## src/rtl/bp_cfg_reg_endpoint.sv

```systemverilog
// Tile configuration endpoint: decodes single-beat cfg commands, holds the tile
// config registers, forwards IRF/CSR/ucode window writes and returns one response per command.
module bp_cfg_reg_endpoint
  #(parameter int unsigned core_id_width_p   = 4
  , parameter int unsigned lce_id_width_p    = 4
  , parameter int unsigned vaddr_width_p     = 39
  , parameter int unsigned cce_instr_width_p = 48
  , parameter logic [63:0] boot_pc_p         = 64'h8000_0000
  )
  (input  logic                          clk_i
  , input  logic                         reset_n_i

  , input  logic                         cfg_v_i
  , input  logic                         cfg_w_i
  , input  logic [15:0]                  cfg_addr_i
  , input  logic [63:0]                  cfg_data_i
  , output logic                         cfg_ready_o

  , output logic                         resp_v_o
  , output logic [63:0]                  resp_data_o
  , output logic                         resp_err_o
  , input  logic                         resp_yumi_i

  , output logic                         reset_o
  , output logic                         freeze_o
  , output logic [core_id_width_p-1:0]   core_id_o
  , output logic [core_id_width_p-1:0]   cce_id_o
  , output logic [1:0]                   icache_mode_o
  , output logic [1:0]                   dcache_mode_o
  , output logic [vaddr_width_p-1:0]     npc_o
  , output logic [1:0]                   priv_o
  , output logic                         cce_mode_o
  , output logic [lce_id_width_p-1:0]    num_lce_o

  , output logic                         irf_w_v_o
  , output logic [4:0]                   irf_addr_o
  , output logic [63:0]                  irf_data_o

  , output logic                         csr_w_v_o
  , output logic [11:0]                  csr_addr_o
  , output logic [63:0]                  csr_data_o

  , output logic                         ucode_w_v_o
  , output logic [11:0]                  ucode_addr_o
  , output logic [cce_instr_width_p-1:0] ucode_data_o
  );

  localparam int unsigned data_width_lp     = 64;
  localparam int unsigned irf_addr_width_lp = 5;
  localparam logic [15:0] irf_base_lp       = 16'h0050;
  localparam logic [15:0] irf_last_lp       = 16'h006F;

  typedef enum logic [0:0] {e_ready, e_resp} state_e;

  typedef enum logic [3:0] {
    e_sel_none, e_sel_reset, e_sel_freeze, e_sel_core_id, e_sel_icache,
    e_sel_npc, e_sel_dcache, e_sel_priv, e_sel_cce_id, e_sel_cce_mode,
    e_sel_num_lce, e_sel_irf, e_sel_csr, e_sel_ucode
  } sel_e;

  state_e                   state_q;
  sel_e                     sel_c;
  logic [data_width_lp-1:0] rd_data_c;
  logic                     accept_c;

  assign accept_c = cfg_v_i & (state_q == e_ready);

  // Offset decode: exact register offsets first, then the forwarded windows
  always_comb begin
    sel_c = e_sel_none;
    case (cfg_addr_i)
      16'h0001: sel_c = e_sel_reset;
      16'h0002: sel_c = e_sel_freeze;
      16'h0003: sel_c = e_sel_core_id;
      16'h0022: sel_c = e_sel_icache;
      16'h0040: sel_c = e_sel_npc;
      16'h0042: sel_c = e_sel_dcache;
      16'h0043: sel_c = e_sel_priv;
      16'h0080: sel_c = e_sel_cce_id;
      16'h0081: sel_c = e_sel_cce_mode;
      16'h0082: sel_c = e_sel_num_lce;
      default: begin
        if (cfg_addr_i >= irf_base_lp && cfg_addr_i <= irf_last_lp)
          sel_c = e_sel_irf;
        else if (cfg_addr_i[15:12] == 4'h6)
          sel_c = e_sel_csr;
        else if (cfg_addr_i[15:12] == 4'h8)
          sel_c = e_sel_ucode;
      end
    endcase
  end

  // Read mux; windows and unmapped offsets read as zero
  always_comb begin
    rd_data_c = '0;
    case (sel_c)
      e_sel_reset:    rd_data_c = data_width_lp'(reset_o);
      e_sel_freeze:   rd_data_c = data_width_lp'(freeze_o);
      e_sel_core_id:  rd_data_c = data_width_lp'(core_id_o);
      e_sel_icache:   rd_data_c = data_width_lp'(icache_mode_o);
      e_sel_npc:      rd_data_c = data_width_lp'(npc_o);
      e_sel_dcache:   rd_data_c = data_width_lp'(dcache_mode_o);
      e_sel_priv:     rd_data_c = data_width_lp'(priv_o);
      e_sel_cce_id:   rd_data_c = data_width_lp'(cce_id_o);
      e_sel_cce_mode: rd_data_c = data_width_lp'(cce_mode_o);
      e_sel_num_lce:  rd_data_c = data_width_lp'(num_lce_o);
      default:        rd_data_c = '0;
    endcase
  end

  // Handshake FSM, config registers, response buffer and window pulses
  always_ff @(posedge clk_i or negedge reset_n_i) begin
    if (!reset_n_i) begin
      state_q       <= e_ready;
      cfg_ready_o   <= 1'b1;
      resp_v_o      <= 1'b0;
      resp_data_o   <= '0;
      resp_err_o    <= 1'b0;
      reset_o       <= 1'b1;
      freeze_o      <= 1'b1;
      core_id_o     <= '0;
      cce_id_o      <= '0;
      icache_mode_o <= '0;
      dcache_mode_o <= '0;
      npc_o         <= boot_pc_p[vaddr_width_p-1:0];
      priv_o        <= '0;
      cce_mode_o    <= 1'b0;
      num_lce_o     <= '0;
      irf_w_v_o     <= 1'b0;
      irf_addr_o    <= '0;
      irf_data_o    <= '0;
      csr_w_v_o     <= 1'b0;
      csr_addr_o    <= '0;
      csr_data_o    <= '0;
      ucode_w_v_o   <= 1'b0;
      ucode_addr_o  <= '0;
      ucode_data_o  <= '0;
    end else begin
      irf_w_v_o   <= 1'b0;
      csr_w_v_o   <= 1'b0;
      ucode_w_v_o <= 1'b0;
      case (state_q)
        e_ready: begin
          if (accept_c) begin
            state_q     <= e_resp;
            cfg_ready_o <= 1'b0;
            resp_v_o    <= 1'b1;
            resp_data_o <= cfg_w_i ? '0 : rd_data_c;
            resp_err_o  <= (sel_c == e_sel_none);
            if (cfg_w_i) begin
              case (sel_c)
                e_sel_reset:    reset_o       <= cfg_data_i[0];
                e_sel_freeze:   freeze_o      <= cfg_data_i[0];
                e_sel_core_id:  core_id_o     <= cfg_data_i[core_id_width_p-1:0];
                e_sel_icache:   icache_mode_o <= cfg_data_i[1:0];
                e_sel_npc:      npc_o         <= cfg_data_i[vaddr_width_p-1:0];
                e_sel_dcache:   dcache_mode_o <= cfg_data_i[1:0];
                e_sel_priv:     priv_o        <= cfg_data_i[1:0];
                e_sel_cce_id:   cce_id_o      <= cfg_data_i[core_id_width_p-1:0];
                e_sel_cce_mode: cce_mode_o    <= cfg_data_i[0];
                e_sel_num_lce:  num_lce_o     <= cfg_data_i[lce_id_width_p-1:0];
                e_sel_irf: begin
                  irf_w_v_o  <= 1'b1;
                  irf_addr_o <= irf_addr_width_lp'(cfg_addr_i - irf_base_lp);
                  irf_data_o <= cfg_data_i;
                end
                e_sel_csr: begin
                  csr_w_v_o  <= 1'b1;
                  csr_addr_o <= cfg_addr_i[11:0];
                  csr_data_o <= cfg_data_i;
                end
                e_sel_ucode: begin
                  ucode_w_v_o  <= 1'b1;
                  ucode_addr_o <= cfg_addr_i[11:0];
                  ucode_data_o <= cfg_data_i[cce_instr_width_p-1:0];
                end
                default: ;
              endcase
            end
          end
        end
        e_resp: begin
          if (resp_yumi_i) begin
            state_q     <= e_ready;
            cfg_ready_o <= 1'b1;
            resp_v_o    <= 1'b0;
            resp_data_o <= '0;
            resp_err_o  <= 1'b0;
          end
        end
        default: state_q <= e_ready;
      endcase
    end
  end

endmodule

```

## config.mk

```make
export PLATFORM = sky130hd
export DESIGN_NAME = bp_cfg_reg_endpoint
export DESIGN_NICKNAME = d
export VERILOG_FILES = /design/src/rtl/bp_cfg_reg_endpoint.sv
export SDC_FILE = /design/constraint.sdc
export NUM_CORES = 1
export LEC_CHECK = 0
export CORE_MARGIN = 2
export CORE_UTILIZATION = 50
export DETAILED_ROUTE_END_ITERATION = 8
export GPL_ROUTABILITY_DRIVEN = 0
export GPL_TIMING_DRIVEN = 0
export PLACE_DENSITY = 0.84
export SLEW_MARGIN = 5
export SYNTH_ARGS = -nofsm -noshare
export SYNTH_HDL_FRONTEND = slang
export SYNTH_SLANG_ARGS = --single-unit
```

## constraint.sdc

```tcl
create_clock -name clk_i -period 4.25 [get_ports clk_i]
set_input_delay 0.85 -clock clk_i [delete_from_list [all_inputs] [get_ports clk_i]]
set_output_delay 0.85 -clock clk_i [all_outputs]
set_load 0.05 [all_outputs]
```

==> results.rst, run 1 <==
.. list-table::
   :header-rows: 1

   * - Metric
     - Value
   * - Result of the run
     - finished, final reports clean
   * - Required time of the worst setup path
     - between 4 and 5 ns
   * - Clk_skew
     - around 0.011 ns
   * - Final Slew Violations
     - 0
   * - Final cell count without fillers
     - approximately 1600
   * - Max-cap violations
     - 0
   * - Largest net degree at the start of global routing
     - roughly 110
   * - Number of hold buffers added after CTS
     - 0
   * - Critical path startpoint category
     - input port
   * - Num CTS Buffers
     - 34
   * - Starting density of the core
     - 0.506
   * - Multiplexer fraction of the synthesized cell area
     - 0.248
   * - Critical path start-end classification
     - input port to register
   * - Placed Area
     - 17100 sq um
   * - Initial DRT Pass Iterations
     - 5
   * - Commonest non-fill, non-tap cells in the layout
     - clkdlybuf4s50_1, dfrtp_1, mux2_2, mux2_1, a22o_1
   * - Count of different cell masters after synthesis
     - 61
   * - Post-CTS setup buffer count
     - 0
   * - Overall die area
     - ~27000 sq um
   * - Final period util
     - 0.951
   * - Floorplan core area
     - roughly 25000 sq um
   * - Ys flop type
     - dfrtp_1
   * - Setup repair after global routing missed its margin
     - false
   * - Final hold vios
     - 0
   * - Clock latency on the worst-skew pair
     - 0.50 ns
   * - Mapped Avg Cell Area
     - 15.2 sq um
   * - Number of design-rule violations left by the first detailed-router iteration
     - just over 400
   * - Actual transition at the worst max-transition pin
     - roughly 1.1 ns
   * - Average vias per placed instance
     - 5.35
   * - Post-route DRC violation count
     - 0
   * - Horizontal die dimension
     - between 150 and 200 um
   * - Area share of fa/ha/maj cells after synthesis
     - 0
   * - Layout Cell Area excl Fill
     - approximately 18000 sq um
   * - Power share of the sequential group
     - 0.453
   * - Net switching fraction of the power
     - 0.251
   * - Capturing element type of the critical path
     - register
   * - Average wire per standard cell
     - about 22 um
   * - Largest family of logic cells by synthesized area
     - multiplexers
   * - Placed cell count
     - between 1500 and 2000
   * - Minimum clock period
     - 4.04 ns
   * - Post-synthesis xor/xnor area fraction
     - 0.00128
   * - Static leakage
     - roughly 8.7 nW
   * - Achievable clock frequency
     - about 250 MHz
   * - Cell-internal power
     - a little over 5 mW
   * - Critical Path Fanout Max
     - 10
   * - Clock-pin slew on the worst setup and hold paths
     - ~0.06 ns
   * - Count of buffers from port buffering
     - 390
   * - Simple-gate area share of the yosys netlist
     - 0.0418
   * - Total wire length after detailed routing
     - around 36000 um
   * - Final #Nets
     - approximately 1400
   * - Cells after synthesis
     - 832
   * - Row count
     - 58
   * - Rel. slew slack
     - 0.218
   * - # IOs
     - 420
   * - Peak supply drop
     - around 330 uV
   * - Antenna cell count
     - 0
   * - Clock tree from TritonCTS
     - done
   * - Layout cells sized above 1
     - 0.261
   * - Overflow left after global routing
     - 0
   * - Number of global-route vias before repair
     - roughly 9100
   * - Initial antenna violation count
     - 0
   * - PD cells
     - between 300 and 400 nW/um^2
   * - Placed wire-length estimate
     - about 26000 um
   * - Comb pwr share
     - 0.108
   * - H-tree lvl count
     - 2
   * - Clock Root Buffer
     - clkbuf_16
   * - Finished Core Util
     - 0.730
   * - CTS-repair resized insts
     - 0
   * - Share of synthesized area occupied by flip-flops and latches
     - 0.614
   * - Max clock buf depth
     - 3
   * - Commonest non-fill, non-tap cell in the layout
     - clkdlybuf4s50_1
   * - Count of flip-flops with a built-in enable after synthesis
     - 0
   * - Switching component of the power
     - between 1.5 and 2 mW
   * - Number of clock sinks
     - 311
   * - Sum of internal, switching and leakage power
     - around 6.8 mW
   * - Die height
     - 163 um
   * - Area Growth Syn to Fin
     - 44.1%
   * - Global Route Usage Sum
     - 0.267
   * - Wire length of the first global-routing pass
     - between 50000 and 60000 um
   * - Area of the mapped netlist
     - 12700 sq um
   * - Count of final setup violators
     - 0
   * - Warning count from the yosys run
     - 0
   * - Arrival time of data at the critical path endpoint
     - 4.42 ns
   * - Complex-gate fraction of the synthesized area
     - 0.0541
   * - Number of routed nets with antenna violations
     - 0
   * - Async set-or-reset flop fraction in the synthesized netlist
     - 1.00
   * - Clock power frac
     - 0.439
   * - Post-synthesis register bit count
     - roughly 310
   * - Total number of vias
     - a little under 9000
   * - Classification of the worst-slack hold path
     - input port to async pin
power by group through the flow:
stage | combinational, mW | clock (mW) | sequential (mW)
2_1_floorplan | 0.188 | 0 | 3.31
4_1_cts | 0.737 | 3.01 | 3.06
3_5_place_dp | 0.733 | 0 | 3.11
6_report | 0.729 | 2.97 | 3.06
3_3_place_gp | 0.718 | 0 | 3.11
5_1_grt | 0.771 | 3.14 | 3.06
stage by stage:
stage / worst slack (ns) / setup TNS (ns) / hold slack, ns
2_1_floorplan: 0.928 / 0 / 0.495
3_3_place_gp: -11.00 / -3434.96 / 0.464
3_5_place_dp: -0.333 / -38.52 / 0.474
4_1_cts: 0.181 / 0 / 0.427
5_1_grt: 0.00673 / 0 / 0.466
6_report: 0.207 / 0 / 0.414
critical path: stages:
cell and delay [ns]:
clkdlybuf4s50_1 0.49, nor4_1 0.58, nand4_1 0.34, nor2_1 0.36, o2111ai_1 0.25, nor3_2 0.74
buf_2 0.42, mux2_2 0.38
layout make-up:
cell class	count	area, sq um
Tap cell	330	413
Fill cell	1643	6770
Multi-Input combinational cell	465	4480
Buffer	72	483
Clock inverter	10	139
Inverter	8	30.0
Clock buffer	48	975
Timing Repair Buffer	392	3960
Sequential cell	311	7790
Yosys cell counts (all sizes together), types with 2 or more instances:
| cell type | instances | area (sq um) |
|---|---|---|
| dfrtp | 307 | 7680 |
| mux2 | 266 | 3100 |
| buf | 57 | 427 |
| a22o | 37 | 324 |
| clkbuf | 15 | 56.3 |
| nor2 | 14 | 52.6 |
| nand2 | 13 | 48.8 |
| nor3 | 11 | 60.1 |
| o21ai | 11 | 55.1 |
| inv | 8 | 30.0 |
| nor4 | 6 | 73.8 |
| a221oi | 5 | 43.8 |
| nand2b | 5 | 31.3 |
| nand3 | 5 | 25.0 |
| nand3b | 5 | 37.5 |
| nor2b | 5 | 31.3 |
| a21oi | 4 | 20.0 |
| and3 | 4 | 25.0 |
| dfstp | 4 | 105 |
| mux2i | 4 | 40.0 |
| o2111ai | 4 | 35.0 |
| or3 | 4 | 25.0 |
| nand4 | 3 | 18.8 |
| a2111oi | 2 | 23.8 |
| a211o | 2 | 17.5 |
| a21boi | 2 | 15.0 |
| a21o | 2 | 15.0 |
| a31oi | 2 | 12.5 |
| nor3b | 2 | 15.0 |
| o211ai | 2 | 15.0 |
| or4 | 2 | 18.8 |
| or4b | 2 | 20.0 |
path summary, 6_finish.rpt:
check                           startpoint                to  slack, ns  cells past startpoint
setup / recovery             cfg_addr_i[9]    irf_data_o[53]       0.21                      8
hold / removal                   reset_n_i       ucode_w_v_o       0.41                      1
setup reg to reg                   state_q    csr_data_o[50]       1.49                      8
hold reg to reg            ucode_addr_o[7]   ucode_addr_o[7]       0.48                      1
max in group asynchronous        reset_n_i  ucode_data_o[29]       2.84                      2
min in group clk_i         ucode_addr_o[7]   ucode_addr_o[7]       0.48                      1
routing by layer:
metal / up-vias / part of all wire / track usage
met3: 77 / 0.098 / 0.0912
met5: - / 0 / 0
met1: 4414 / 0.38 / 0.321
met4: 0 / 0.035 / 0.0949
met2: 391 / 0.48 / 0.449
li1: 3871 / - / -
registers in the layout (all words and copies together) (netlist names), 4 cells and up:
name	count
num_lce_o	4
irf_data_o	64
npc_o	39
ucode_addr_o	12
irf_addr_o	5
ucode_data_o	48
resp_data_o	39
csr_data_o	64
csr_addr_o	12
cce_id_o	4
core_id_o	4
logic make-up (layout without fill, tap and decap cells):
logic type,count (synthesis),in the layout
flip-flops,311,311
other,1,25
AND/OR/NAND/NOR,86,86
multiplexers,270,270
XOR/XNOR,1,1
buffers and inverters,80,530
AO/OA/AOI/OAI,83,83
(Power assumes the default switching activity.)
==> run 2, diff against run 1 <==
--- a/config.mk
+++ b/config.mk
@@ -6,11 +6,10 @@
 export NUM_CORES = 1
 export LEC_CHECK = 0
 export CORE_MARGIN = 2
-export CORE_UTILIZATION = 50
+export CORE_UTILIZATION = 42
 export DETAILED_ROUTE_END_ITERATION = 8
 export GPL_ROUTABILITY_DRIVEN = 0
-export GPL_TIMING_DRIVEN = 0
-export PLACE_DENSITY = 0.84
+export PLACE_DENSITY = 0.75
 export SLEW_MARGIN = 5
 export SYNTH_ARGS = -nofsm -noshare
 export SYNTH_HDL_FRONTEND = slang
==> constraint.sdc (replaced) <==
create_clock -name clk_i -period 3.5 [get_ports clk_i]
set_input_delay 0.7 -clock clk_i [delete_from_list [all_inputs] [get_ports clk_i]]
set_output_delay 0.7 -clock clk_i [all_outputs]
set_load 0.05 [all_outputs]
==> run 2 against run 1 <==
Against the previous run: critical path depth unchanged; highest routed layer unchanged; largest cell class unchanged; utilization down 10 points; die area up 19%; critical endpoint is now ucode_data_o[20]; worst hold slack worse by 0.21 ns.
==> results.rst, run 2 (synthesis gave the netlist of run 1 again) <==
.. list-table::
   :header-rows: 1

   * - Metric
     - Value
   * - Placed cell count
     - between 1500 and 2000
   * - Placed wire-length estimate
     - about 26000 um
   * - Initial antenna violation count
     - 0
   * - # IOs
     - 420
   * - Cell Chain, Critical Path
     - clkdlybuf4s50_1 > or4b_1 > o2bb2ai_2 > o21ai_1 > a21o_1 > nor4_4 > buf_12 > mux2_1
   * - H-tree lvl count
     - 2
   * - Largest regs
     - csr_data_o (64), irf_data_o (64), ucode_data_o (48)
   * - Area Growth Syn to Fin
     - 46.5%
   * - Critical path start-end classification
     - input port to register
   * - Required time of the worst setup path
     - 3.89 ns
   * - Layout cells sized above 1
     - 0.275
   * - Reg2reg start
     - state_q
   * - Final #Nets
     - approximately 1400
   * - Count of final setup violators
     - 0
   * - Largest net degree at the start of global routing
     - 88
   * - CTS-repair resized insts
     - 0
   * - Number of routed nets with antenna violations
     - 0
   * - Start point of the critical path
     - cfg_addr_i[1]
   * - Critical Path Fanout Max
     - 33
   * - M1 WL
     - about 15000 um
   * - Max clock buf depth
     - 3
   * - Capturing element type of the critical path
     - register
   * - Number of hold buffers added after CTS
     - 0
   * - Post-route DRC violation count
     - 0
   * - Row count
     - between 60 and 70
   * - Post-CTS setup buffer count
     - 0
   * - Number of design-rule violations left by the first detailed-router iteration
     - around 360
   * - Final cell count without fillers
     - between 1500 and 2000
   * - Uppermost layer routed
     - met4
   * - Actual transition at the worst max-transition pin
     - around 0.77 ns
   * - Peak supply drop
     - ~380 uV
   * - Number of global-route vias before repair
     - roughly 9400
   * - Met2 routed wirelength
     - approximately 17000 um
   * - Starting density of the core
     - 0.427
   * - PD cells
     - between 400 and 500 nW/um^2
   * - Clock-pin slew on the worst setup and hold paths
     - 0.06 ns
   * - Setup repair after global routing missed its margin
     - false
   * - Commonest non-fill, non-tap cell in the layout
     - clkdlybuf4s50_1
   * - Max-cap violations
     - 0
   * - Finished Core Util
     - 0.625
   * - Count of buffers from port buffering
     - about 390
   * - Cell with the biggest individual delay on the critical path
     - or4b_1
   * - Clock Root Buffer
     - clkbuf_16
   * - Clock tree from TritonCTS
     - done
   * - Final worst setup slack
     - about 0.34 ns
   * - Commonest non-fill, non-tap cells in the layout
     - clkdlybuf4s50_1, dfrtp_1, mux2_2, buf_4, mux2_1
   * - Classification of the worst-slack hold path
     - input port to async pin
   * - Average vias per placed instance
     - around 5.1
   * - Clk_skew
     - about 0.011 ns
   * - Arrival time of data at the critical path endpoint
     - ~3.6 ns
   * - Met3 wire len
     - ~3600 um
   * - Clock latency on the worst-skew pair
     - about 0.51 ns
   * - Antenna cell count
     - 0
   * - Rel. slew slack
     - 0.473
   * - Floorplan core area
     - 29700 sq um
   * - Total number of vias
     - 8734
   * - Wire length of the first global-routing pass
     - between 50000 and 60000 um
   * - Delay of the slowest cell on the worst path
     - roughly 0.6 ns
   * - Filler Cells Inserted
     - approximately 2300
   * - Initial DRT Pass Iterations
     - 4
   * - Minimum clock period
     - 3.16 ns
   * - Overflow left after global routing
     - 0
   * - Die height
     - around 180 um
   * - Critical path startpoint category
     - input port
   * - Horizontal die dimension
     - between 150 and 200 um
   * - Number of clock sinks
     - 311
   * - Achievable clock frequency
     - about 320 MHz
   * - Setup TNS
     - 0 ns
   * - Final hold vios
     - 0
   * - Overall die area
     - 31600 sq um
   * - Static leakage
     - about 8.8 nW
   * - Final Slew Violations
     - 0
   * - DP Worst Slack
     - -0.163 ns
   * - Final period util
     - 0.903
   * - Num CTS Buffers
     - 35
   * - Global Route Usage Sum
     - 0.231
   * - Average wire per standard cell
     - 21.6 um
   * - Result of the run
     - finished, final reports clean
   * - Total wire length after detailed routing
     - around 37000 um
run 2: changes by cell type in the layout (fill, tap and decap cells not counted), moves of 4 or more:
cell,delta
clkdlybuf4s50_1,+4
buf_4,+28
clkinv_2,+5
clkbuf_1,-19
buf_2,-17
buf_12,+12
buf_6,-12
run 2: report_power, final:
part / internal, mW / leakage, nW / total [mW] / switching (mW)
Sequential: 3.67 / 4.31 / 3.71 / 0.0439
Combinational: 0.316 / 3.93 / 0.898 / 0.582
Clock: 2.24 / 0.581 / 3.70 / 1.46
Total: 6.22 / 8.82 / 8.31 / 2.09
run 2: worst max-delay path: cells and delay by family:
family	cells	cell delay, ns
simple gates	2	1.06
mux	1	0.36
compound gates	3	0.60
buf+inv	2	0.79
run 2: layer usage:
| metal | vias up | global-route usage |
|---|---|---|
| li1 | 3872 | - |
| met1 | 4427 | 0.284 |
| met2 | 378 | 0.380 |
| met3 | 57 | 0.0844 |
| met4 | 0 | 0.0700 |
| met5 | - | 0 |
run 2: per-stage QoR:
step	hold WS [ns]	instance area, sq um	power, mW
detailed placement	0.474	17400	4.68
finish	0.206	18600	8.31
CTS	0.230	18600	8.41
floorplan	0.404	12800	4.25
global route	0.259	18600	8.60
global placement	0.466	17400	4.67
run 2: layout make-up:
class	count	area, sq um	share of cell area
flip-flops and latches	311	7790	0.419
well taps	390	488	0.0263
multi-input cells	465	4500	0.242
clock inverters	15	171	0.00923
clock buffers	46	998	0.0537
inverters	8	30.0	0.00162
repair buffers	461	4600	0.248
run 2: final timing paths:
check / end / slack [ns] / cells past startpoint
setup / recovery: ucode_data_o[20] / 0.34 / 8
hold / removal: csr_data_o[45] / 0.21 / 1
setup reg to reg: irf_data_o[14] / 1.22 / 7
hold reg to reg: cfg_ready_o / 0.48 / 2
max in group asynchronous: core_id_o[0] / 2.42 / 2
min in group clk_i: cfg_ready_o / 0.48 / 2
==> run 3, diff against run 2 <==
--- a/config.mk
+++ b/config.mk
@@ -5,7 +5,7 @@
 export SDC_FILE = /design/constraint.sdc
 export NUM_CORES = 1
 export LEC_CHECK = 0
-export CORE_MARGIN = 2
+export CORE_MARGIN = 5
 export CORE_UTILIZATION = 42
 export DETAILED_ROUTE_END_ITERATION = 8
 export GPL_ROUTABILITY_DRIVEN = 0
==> run 3 against run 2 <==
Against the previous run: utilization is 0.10 points higher; sequential share of layout area is 0.068 points lower; die area is 6.9% higher; first-iteration DRC count is 2.7% lower; critical path depth is 3 higher; register-to-register slack worse by 0.08 ns; fmax is 0.30% higher; sequential power hardly changed; clock-buffer cell count is 6 higher.
==> results.rst, run 3 (synthesis gave the netlist of run 1 again) <==
.. list-table::
   :header-rows: 1

   * - Metric
     - Value
   * - H-tree lvl count
     - 2
   * - Largest net degree at the start of global routing
     - 98
   * - Post-CTS setup buffer count
     - 0
   * - Commonest non-fill, non-tap cells in the layout
     - clkdlybuf4s50_1, dfrtp_1, mux2_2, buf_4, mux2_1
   * - Final hold vios
     - 0
   * - Final period util
     - 0.900
   * - Peak supply drop
     - around 380 uV
   * - Clock Root Buffer
     - clkbuf_16
   * - Number of global-route vias before repair
     - between 9000 and 10000
   * - Post-route DRC violation count
     - 0
   * - Required time of the worst setup path
     - between 3 and 4 ns
   * - Actual transition at the worst max-transition pin
     - ~0.82 ns
   * - Result of the run
     - finished, final reports clean
   * - Count of buffers from port buffering
     - around 390
   * - Number of design-rule violations left by the first detailed-router iteration
     - between 300 and 400
   * - Initial DRT Pass Iterations
     - 4
   * - Total wire length after detailed routing
     - approximately 40000 um
   * - Max clock buf depth
     - 3
   * - # IOs
     - 420
   * - Setup repair after global routing missed its margin
     - false
   * - Die height
     - 184 um
   * - Overflow left after global routing
     - 0
   * - Count of final setup violators
     - 0
   * - Static leakage
     - ~9 nW
   * - Average vias per placed instance
     - ~5.2
   * - Num CTS Buffers
     - 35
   * - Clock latency on the worst-skew pair
     - ~0.50 ns
   * - Average wire per standard cell
     - 22.8 um
   * - Commonest non-fill, non-tap cell in the layout
     - clkdlybuf4s50_1
   * - Arrival time of data at the critical path endpoint
     - 3.54 ns
   * - Placed wire-length estimate
     - 28400 um
   * - Setup TNS
     - 0 ns
   * - CTS-repair resized insts
     - 0
   * - Critical path startpoint category
     - input port
   * - Initial antenna violation count
     - 0
   * - Total number of vias
     - just under 9000
   * - Largest regs
     - csr_data_o (64), irf_data_o (64), ucode_data_o (48)
   * - Critical Path Fanout Max
     - 18
   * - Max-cap violations
     - 0
   * - Row count
     - 63
   * - Global Route Usage Sum
     - 0.226
   * - Classification of the worst-slack hold path
     - input port to async pin
   * - Sum of internal, switching and leakage power
     - 8.20 mW
   * - Number of hold buffers added after CTS
     - 0
   * - Final #Nets
     - 1374
   * - Number of clock sinks
     - 311
   * - PD cells
     - approximately 440 nW/um^2
   * - Clk_skew
     - around 0.0096 ns
   * - Starting density of the core
     - 0.427
   * - Wire length of the first global-routing pass
     - a little under 60000 um
   * - Floorplan core area
     - ~30000 sq um
   * - Achievable clock frequency
     - roughly 320 MHz
   * - Critical path start-end classification
     - input port to register
   * - Rel. slew slack
     - 0.453
   * - Overall die area
     - ~34000 sq um
   * - Capturing element type of the critical path
     - register
   * - Clock-pin slew on the worst setup and hold paths
     - around 0.060 ns
   * - Antenna cell count
     - 0
   * - Clock tree from TritonCTS
     - done
   * - Horizontal die dimension
     - around 180 um
   * - Final Slew Violations
     - 0
   * - Finished Core Util
     - 0.626
   * - Area Growth Syn to Fin
     - 46.7%
   * - Layout cells sized above 1
     - 0.276
   * - Number of routed nets with antenna violations
     - 0
   * - Minimum clock period
     - ~3.2 ns
-- run 3: critical path, cell delays in order --
cell and delay (ns):
clkdlybuf4s50_1 0.52, buf_12 0.14, buf_4 0.17, nand3b_1 0.12, a31oi_1 0.11, a21boi_1 0.23, buf_4 0.18, o2111ai_1 0.30
nor3_4 0.31, buf_4 0.35, mux2_2 0.38
-- run 3: path summary, 6_finish.rpt --
check	start	endpoint	slack [ns]	depth (start not counted)
worst min register to register	ucode_data_o[30]	ucode_data_o[30]	0.48	1
worst min-delay path	reset_n_i	irf_data_o[54]	0.25	1
worst max-delay path	cfg_addr_i[5]	irf_data_o[25]	0.35	11
max in group asynchronous	reset_n_i	npc_o[31]	2.39	2
worst max register to register	state_q	csr_data_o[60]	1.14	6
min in group clk_i	ucode_data_o[30]	ucode_data_o[30]	0.48	1
-- run 3: metrics by stage --
step	std cells	hold WS (ns)	area [sq um]	worst slack, ns
5_1_grt	1702	0.303	18600	0.207
2_1_floorplan	856	0.404	12800	0.328
3_5_place_dp	1642	0.474	17500	-0.171
6_report	1702	0.252	18600	0.350
4_1_cts	1702	0.271	18600	0.350
3_3_place_gp	1642	0.466	17500	-0.116
-- run 3: final cells by class --
cell class / count / area [sq um]
clock buffers: 52 / 1050
clock inverters: 8 / 83.8
fillers: 2260 / 11100
inverters: 8 / 30.0
multi-input cells: 465 / 4500
flip-flops and latches: 311 / 7790
well taps: 390 / 488
repair buffers: 468 / 4670
-- run 3: power by group --
part	leakage (nW)	switching, mW	internal, mW
sequential	4.31	0.0458	3.67
clock	0.562	1.43	2.15
combinational	3.98	0.589	0.317
-- run 3: metal layers --
layer | vias up | wire length [um] | global-route usage
met5 | - | 0 | 0
li1 | 3891 | - | -
met1 | 4481 | 15100 | 0.278
met4 | 0 | 1220 | 0.0719
met3 | 74 | 4070 | 0.0875
met2 | 415 | 18400 | 0.369
